**src/rtl/adder_bist.sv**
```systemverilog
// Built-in self test for an external 8-bit adder: drives LFSR-derived operands,
// compares the returned sum/carry against a registered 9-bit reference and logs failures.
module adder_bist #(
  parameter int unsigned NUM_VECTORS = 256,
  parameter int unsigned SETTLE      = 1,
  parameter logic [15:0] SEED        = 16'hACE1
) (
  input  logic        clk_i,
  input  logic        rst_ni,
  input  logic        start_i,
  output logic [7:0]  x_o,
  output logic [7:0]  y_o,
  output logic        carry_in_o,
  input  logic [7:0]  sum_i,
  input  logic        carry_output_bit_i,
  output logic        busy_o,
  output logic        done_o,
  output logic        pass_o,
  output logic [15:0] err_count_o,
  output logic [15:0] first_fail_o
);

  localparam logic [2:0] S_IDLE   = 3'd0;
  localparam logic [2:0] S_LAUNCH = 3'd1;
  localparam logic [2:0] S_WAIT   = 3'd2;
  localparam logic [2:0] S_CHECK  = 3'd3;
  localparam logic [2:0] S_DONE   = 3'd4;

  localparam logic [15:0] LAST_IDX  = 16'(NUM_VECTORS - 1);
  localparam logic [3:0]  WAIT_LAST = 4'(SETTLE - 1);
  localparam logic [15:0] NO_FAIL   = 16'hFFFF;

  logic [2:0]  state_q, state_d;
  logic [15:0] lfsr_q, lfsr_d;
  logic [15:0] idx_q, idx_d;
  logic [3:0]  wait_q, wait_d;
  logic [7:0]  x_q, x_d;
  logic [7:0]  y_q, y_d;
  logic        cin_q, cin_d;
  logic [8:0]  exp_q, exp_d;
  logic [15:0] err_q, err_d;
  logic [15:0] ff_q, ff_d;

  always_comb begin
    state_d = state_q;
    lfsr_d  = lfsr_q;
    idx_d   = idx_q;
    wait_d  = wait_q;
    x_d     = x_q;
    y_d     = y_q;
    cin_d   = cin_q;
    exp_d   = exp_q;
    err_d   = err_q;
    ff_d    = ff_q;

    case (state_q)
      S_IDLE, S_DONE: begin
        if (start_i) begin
          state_d = S_LAUNCH;
          lfsr_d  = SEED;
          idx_d   = '0;
          err_d   = '0;
          ff_d    = NO_FAIL;
        end
      end
      S_LAUNCH: begin
        x_d    = lfsr_q[7:0];
        y_d    = lfsr_q[15:8];
        cin_d  = idx_q[0];
        // Reference computed from the LFSR directly so it is ready with the operands.
        exp_d  = {1'b0, lfsr_q[7:0]} + {1'b0, lfsr_q[15:8]} + {8'd0, idx_q[0]};
        wait_d = '0;
        state_d = (SETTLE == 0) ? S_CHECK : S_WAIT;
      end
      S_WAIT: begin
        if (wait_q == WAIT_LAST) begin
          state_d = S_CHECK;
        end else begin
          wait_d = wait_q + 4'd1;
        end
      end
      S_CHECK: begin
        if ({carry_output_bit_i, sum_i} != exp_q) begin
          if (err_q != '1) begin
            err_d = err_q + 16'd1;
          end
          if (ff_q == NO_FAIL) begin
            ff_d = idx_q;
          end
        end
        lfsr_d = {lfsr_q[14:0], lfsr_q[15] ^ lfsr_q[13] ^ lfsr_q[12] ^ lfsr_q[10]};
        if (idx_q == LAST_IDX) begin
          state_d = S_DONE;
        end else begin
          idx_d   = idx_q + 16'd1;
          state_d = S_LAUNCH;
        end
      end
      default: state_d = S_IDLE;
    endcase
  end

  always_ff @(posedge clk_i or negedge rst_ni) begin
    if (!rst_ni) begin
      state_q <= S_IDLE;
      lfsr_q  <= SEED;
      idx_q   <= '0;
      wait_q  <= '0;
      x_q     <= '0;
      y_q     <= '0;
      cin_q   <= 1'b0;
      exp_q   <= '0;
      err_q   <= '0;
      ff_q    <= NO_FAIL;
    end else begin
      state_q <= state_d;
      lfsr_q  <= lfsr_d;
      idx_q   <= idx_d;
      wait_q  <= wait_d;
      x_q     <= x_d;
      y_q     <= y_d;
      cin_q   <= cin_d;
      exp_q   <= exp_d;
      err_q   <= err_d;
      ff_q    <= ff_d;
    end
  end

  assign x_o          = x_q;
  assign y_o          = y_q;
  assign carry_in_o   = cin_q;
  assign busy_o       = (state_q == S_LAUNCH) || (state_q == S_WAIT) || (state_q == S_CHECK);
  assign done_o       = (state_q == S_DONE);
  assign pass_o       = done_o && (err_q == '0);
  assign err_count_o  = err_q;
  assign first_fail_o = ff_q;

endmodule

```
**config.mk**
```make
export PLATFORM = sky130hd
export DESIGN_NAME = adder_bist
export DESIGN_NICKNAME = d
export VERILOG_FILES = /design/src/rtl/adder_bist.sv
export SDC_FILE = /design/constraint.sdc
export NUM_CORES = 1
export LEC_CHECK = 0
export CAP_MARGIN = 15
export CELL_PAD_IN_SITES_DETAIL_PLACEMENT = 1
export CELL_PAD_IN_SITES_GLOBAL_PLACEMENT = 1
export CORE_MARGIN = 1.5
export CORE_UTILIZATION = 40
export DETAILED_ROUTE_END_ITERATION = 8
export PLACE_DENSITY_LB_ADDON = 0.25
export SLEW_MARGIN = 0
export SYNTH_ARGS = -nofsm -noshare
export SYNTH_HDL_FRONTEND = slang
export SYNTH_SLANG_ARGS = --single-unit
```
**constraint.sdc**
```tcl
create_clock -name clk_i -period 3 [get_ports clk_i]
set_input_delay 0.45 -clock clk_i [delete_from_list [all_inputs] [get_ports clk_i]]
set_output_delay 0.45 -clock clk_i [all_outputs]
set_load 0.1 [all_outputs]
```
; After elaboration in Yosys (flattened, before gate mapping)
; Cells that the tools add are included.
[op_classes]
n_shift = 0
muxes = 18
n_eq_ne = 15
n_lt_le_gt_ge = 0
multipliers = 0
addsub = 5
n_reduce_logical = 15
div = 0
n_bitwise = 3
[op_table]
columns = cell, n
row1 = 2-to-1 mux 16 bit, 8
row2 = case mux 16 bit (2 select lines), 4
row3 = adder 16 x 1 -> 16 bit (second input constant), 2
row4 = equality test 16 bit (second input constant), 1
row5 = equality test 16 x 8 -> 1 bit (second input constant), 1
row6 = logical NOT 16 bit, 1
row7 = inequality test 16 bit (second input constant), 1
row8 = inequality test 2 bit (second input constant), 7
row9 = case mux 3 bit (4 select lines), 1
row10 = adder 8 x 8 -> 9 bit, 1
row11 = adder 9 x 1 -> 9 bit, 1
row12 = 2-to-1 mux 3 bit, 3
row13 = inequality test 9 bit, 1
row14 = case mux 4 bit (2 select lines), 1
row15 = AND reduction 4 bit, 2
row16 = equality test 3 x 2 -> 1 bit (second input constant), 2
row17 = AND reduction 2 bit, 3
row18 = adder 4 x 1 -> 4 bit (second input constant), 1
row19 = logical NOT 4 bit, 1
row20 = 2-to-1 mux 4 bit, 1
row21 = nonzero test 2 bit, 2
row22 = equality test 3 x 1 -> 1 bit (second input constant), 1
row23 = equality test 3 bit (second input constant), 1
row24 = logical NOT 3 bit, 1
row25 = other kinds (5), 8
[totals]
ram_bits = 0
latchBits = 0
mem_count = 0
wordCells = 66
rom_bits = 0
out_inout_bits = 52
in_bits = 12
ff_bits = 97

; Depth between registers and ports, before layout
[depth]
word_depth = 4
ltp_mapped = 8
depth_no_buf = 7

; Worst setup path before layout
; Ideal clock, no wire load.
[synth_timing]
kind = reg-to-output
startpoint = reg err_q[6] (netlist: err_count_o[6])
endpoint = out pass_o
path_stages_with_launch = 3
path_buffers = 0
slack_ns = -1.782
t_required_ns = 2.550
arrival_time_ns = 4.332
path_cell_list = dfrtp_1 or4_1 nor4_1
[synth_via]
elab_chain_cells = 2
[synth_rtl]
columns = element, line_no
row1 = start: declaration, 41  ; logic [15:0] err_q, err_d;
row2 = start signal: assignment, 124  ; err_q <= err_d;
row3 = logical NOT 16 bit, 134  ; assign pass_o = done_o && (err_q == '0);
row4 = logical AND 1 bit, 134
row5 = end: declaration, 18  ; output logic pass_o,
; No other way between the ends.

; Worst setup path in the final report
[layout_timing]
startpoint = reg err_q[0] (netlist: err_count_o[0])
endpoint = out pass_o
; Same word-level chain as after synthesis.

==> results.py <==
metrics = {
    "critical_path": {
        "cp_data_arrival_time_ns": 1.99,
        "start_kind": "flip-flop",
        "worstSetupPathType": "reg2out",
        "critPathSlowestCell": "dfrtp_2",
        "crit_path_end_kind": "output port",
        "crit_fanout": 6,
        "cp_cell_sequence": "inv_1 -> ha_1 -> nor4b_1 -> nand2_1 -> nor4_4 -> buf_4",
        "required_ns": 2.55,
        "slowest_delay_ns": 0.45,
    },
    "detailed_routing": {
        "first_iter_violations": 184,
        "viasPerCell": 5.67,
        "wirelength_mm": 13.4,
        "route.vias.total": 4186,
        "drt-pass1-iter-count": 4,
        "wire_per_inst_um": 18.1,
        "antenna_left": 0,
        "drcViolationCount": 0,
    },
    "place": {
        "routabilityCongestion": 0.791,
        "dpl_worst_slack_ns": 0.523,
        "io_buffers": 63,
        "dp_hpwl_mm": 9.33,
    },
    "clocking": {
        "cts.repair.resized": 0,
        "cts.sinks": 97,
        "path_clk_slew_ns": 0.07,
        "clock_latency_ns": 0.35,
        "hold_buffers": 0,
        "postCtsSetupBuffers": 0,
        "htree_levels": 3,
        "cts_buffer_depth": 2,
        "cts_tree": "built",
        "numCtsBuffers": 9,
        "clock-root-buffer": "clkbuf_16",
    },
    "timing": {
        "rsz0062_at_grt": "no",
        "final-setup-viol-count": 0,
        "fin_crit_ns": 2.44,
        "fin_ws_ns": 0.558,
        "period_share": 0.814,
        "max_freq_ghz": 0.409,
        "worst_slew_pin_slew_ns": 0.869,
        "finalSetupTns_ns": 0,
        "relSlewSlack": 0.421,
        "fin_skew_ns": 0.00511,
        "hold_violations": 0,
        "maxSlewViolCount": 0,
    },
    "run": {
        "drv_cap": 0,
    },
    "logic_synthesis": {
        "avgSynthCellArea_um2": 9.94,
        "yosys_warnings": 0,
        "synth_edf_count": 0,
        "seq_area_frac_synth": 0.484,
        "yosysUniqueCellTypes": 69,
        "synth_cells": 511,
        "async_reset_ff_frac": 1.00,
        "ys_seq_elements": 97,
        "syn_area_um2": 5080,
        "syn_nets": 537,
        "synthFlopType": "dfrtp_1",
    },
    "layout": {
        "layout_commonest_cell": "nand2_1",
        "area_growth_pct": 18.7,
        "final_util": 0.494,
        "num-nets-final": 591,
        "final_cell_mix": "89 x nand2_1, 72 x dfrtp_1, 58 x buf_4",
        "drive_gt1_frac": 0.235,
        "diodes": 0,
    },
    "floorplan": {
        "dieArea_um2": 13400,
        "die_h_um": 116,
        "ios": 64,
        "die_w_um": 116,
        "rows": 40,
        "core_area_um2": 12200,
        "start_util": 0.416,
    },
    "min_path": {
        "hp-class": "in2async",
    },
    "run_status": {
        "outcome": "finished clean",
    },
    "global_route": {
        "grt_pass1_vias": 4442,
        "grt_max_degree": 67,
        "track_usage": 0.214,
        "grt_overflow_total": 0,
        "antenna_found_initial": 0,
        "grt_first_pass_wirelength_mm": 22.4,
    },
}
[path summary, 6_finish.rpt]
kind | startpoint | end | slack, ns | cells after the start
worst max-delay path | err_count_o[0]$_DFFE_PN0P_ | pass_o | 0.56 | 6
worst min-delay path | rst_ni | err_count_o[0]$_DFFE_PN0P_ | 0.21 | 1
worst max register to register | state_q[1]$_DFFE_PN0P_ | idx_q[15]$_DFFE_PN0P_ | 0.56 | 4
worst min register to register | x_o[2]$_DFFE_PN0P_ | x_o[2]$_DFFE_PN0P_ | 0.48 | 2
max in group asynchronous | rst_ni | lfsr_q[11]$_DFFE_PN1P_ | 2.02 | 2
min in group clk_i | x_o[2]$_DFFE_PN0P_ | x_o[2]$_DFFE_PN0P_ | 0.48 | 2
[final cells by class]
class,instances,area [um2]
clock buffer,13,272
clock inverter,3,47.5
multi-input combinational,375,2440
inverter,13,48.8
fill,1397,6180
sequential,97,2460
timing repair buffer,69,556
tap,168,210
[cells in the mapped netlist, types with 3 or more instances]
library cell  number  area (um2)
and3_1             7        43.8
a21oi_1            7        35.0
nand3_1           17        85.1
clkbuf_1          14        52.6
nand2b_1           3        18.8
o211ai_1           5        37.5
or4_1              6        45.0
o21ai_0           13        65.1
and2_1             3        18.8
nor2_1            30         113
nor4_1            27         169
or2_2              4        25.0
inv_1             13        48.8
xnor2_1           19         166
xor2_1             9        78.8
buf_2              4        20.0
nor3_1             9        45.0
ha_1              12         150
a22o_1             8        70.1
nor3b_1            3        22.5
nand4_1           13        81.3
o22a_1             7        61.3
a211o_1            3        26.3
nand2_1           89         334
o2111ai_1          3        26.3
clkbuf_8           3        41.3
dfrtp_1           73        1830
mux2i_1            3        30.0
a31oi_1           12        75.1
dfstp_2           24         631
o31ai_1            3        22.5
o21ba_2           16         160
[state kept, by name, indices dropped and copies added (netlist names)]
signal,flops
err_count_o,16
first_fail_o,16
idx_q,16
lfsr_q,16
exp_q,9
x_o,8
y_o,8
wait_q,4
state_q,3
carry_in_o,1
[critical path, delay by kind of cell, from the launching register on]
family        cells  cell delay [ns]
simple gates      3             0.61
fa+ha+maj         1             0.15
buf+inv           2             0.43
flops             1             0.45
[layer usage]
layer  GRT usage  wire length (um)  up-vias
met5           0                 0        -
met4      0.0821               279        0
met3      0.0267               450       19
met2       0.375              6680       83
met1       0.271              5970     2118
li1            -                 -     1966
[per-stage QoR]
| stage | instances | hold slack [ns] | cell area [um2] |
|---|---|---|---|
| 4_1_cts | 738 | 0.247 | 6030 |
| 5_1_grt | 738 | 0.292 | 6030 |
| 2_1_floorplan | 511 | 0.154 | 5090 |
| 3_5_place_dp | 722 | 0.468 | 5710 |
| 3_3_place_gp | 722 | 0.461 | 5710 |
| 6_report | 738 | 0.213 | 6030 |
[logic make-up (layout without fill, tap and decap cells)]
kind of cell,after synthesis,in the layout,share of synthesized area
AND/OR/NAND/NOR,231,231,0.233
buffers and inverters,39,98,0.0389
multiplexers,3,3,0.00591
XOR/XNOR,28,28,0.0483
flip-flops,97,97,0.484
adder cells (fa/ha/maj),14,14,0.0374
AO/OA/AOI/OAI,99,99,0.152
Power is not shown: default switching activity piles up to over one toggle a cycle in this logic, so the estimate is an artifact.
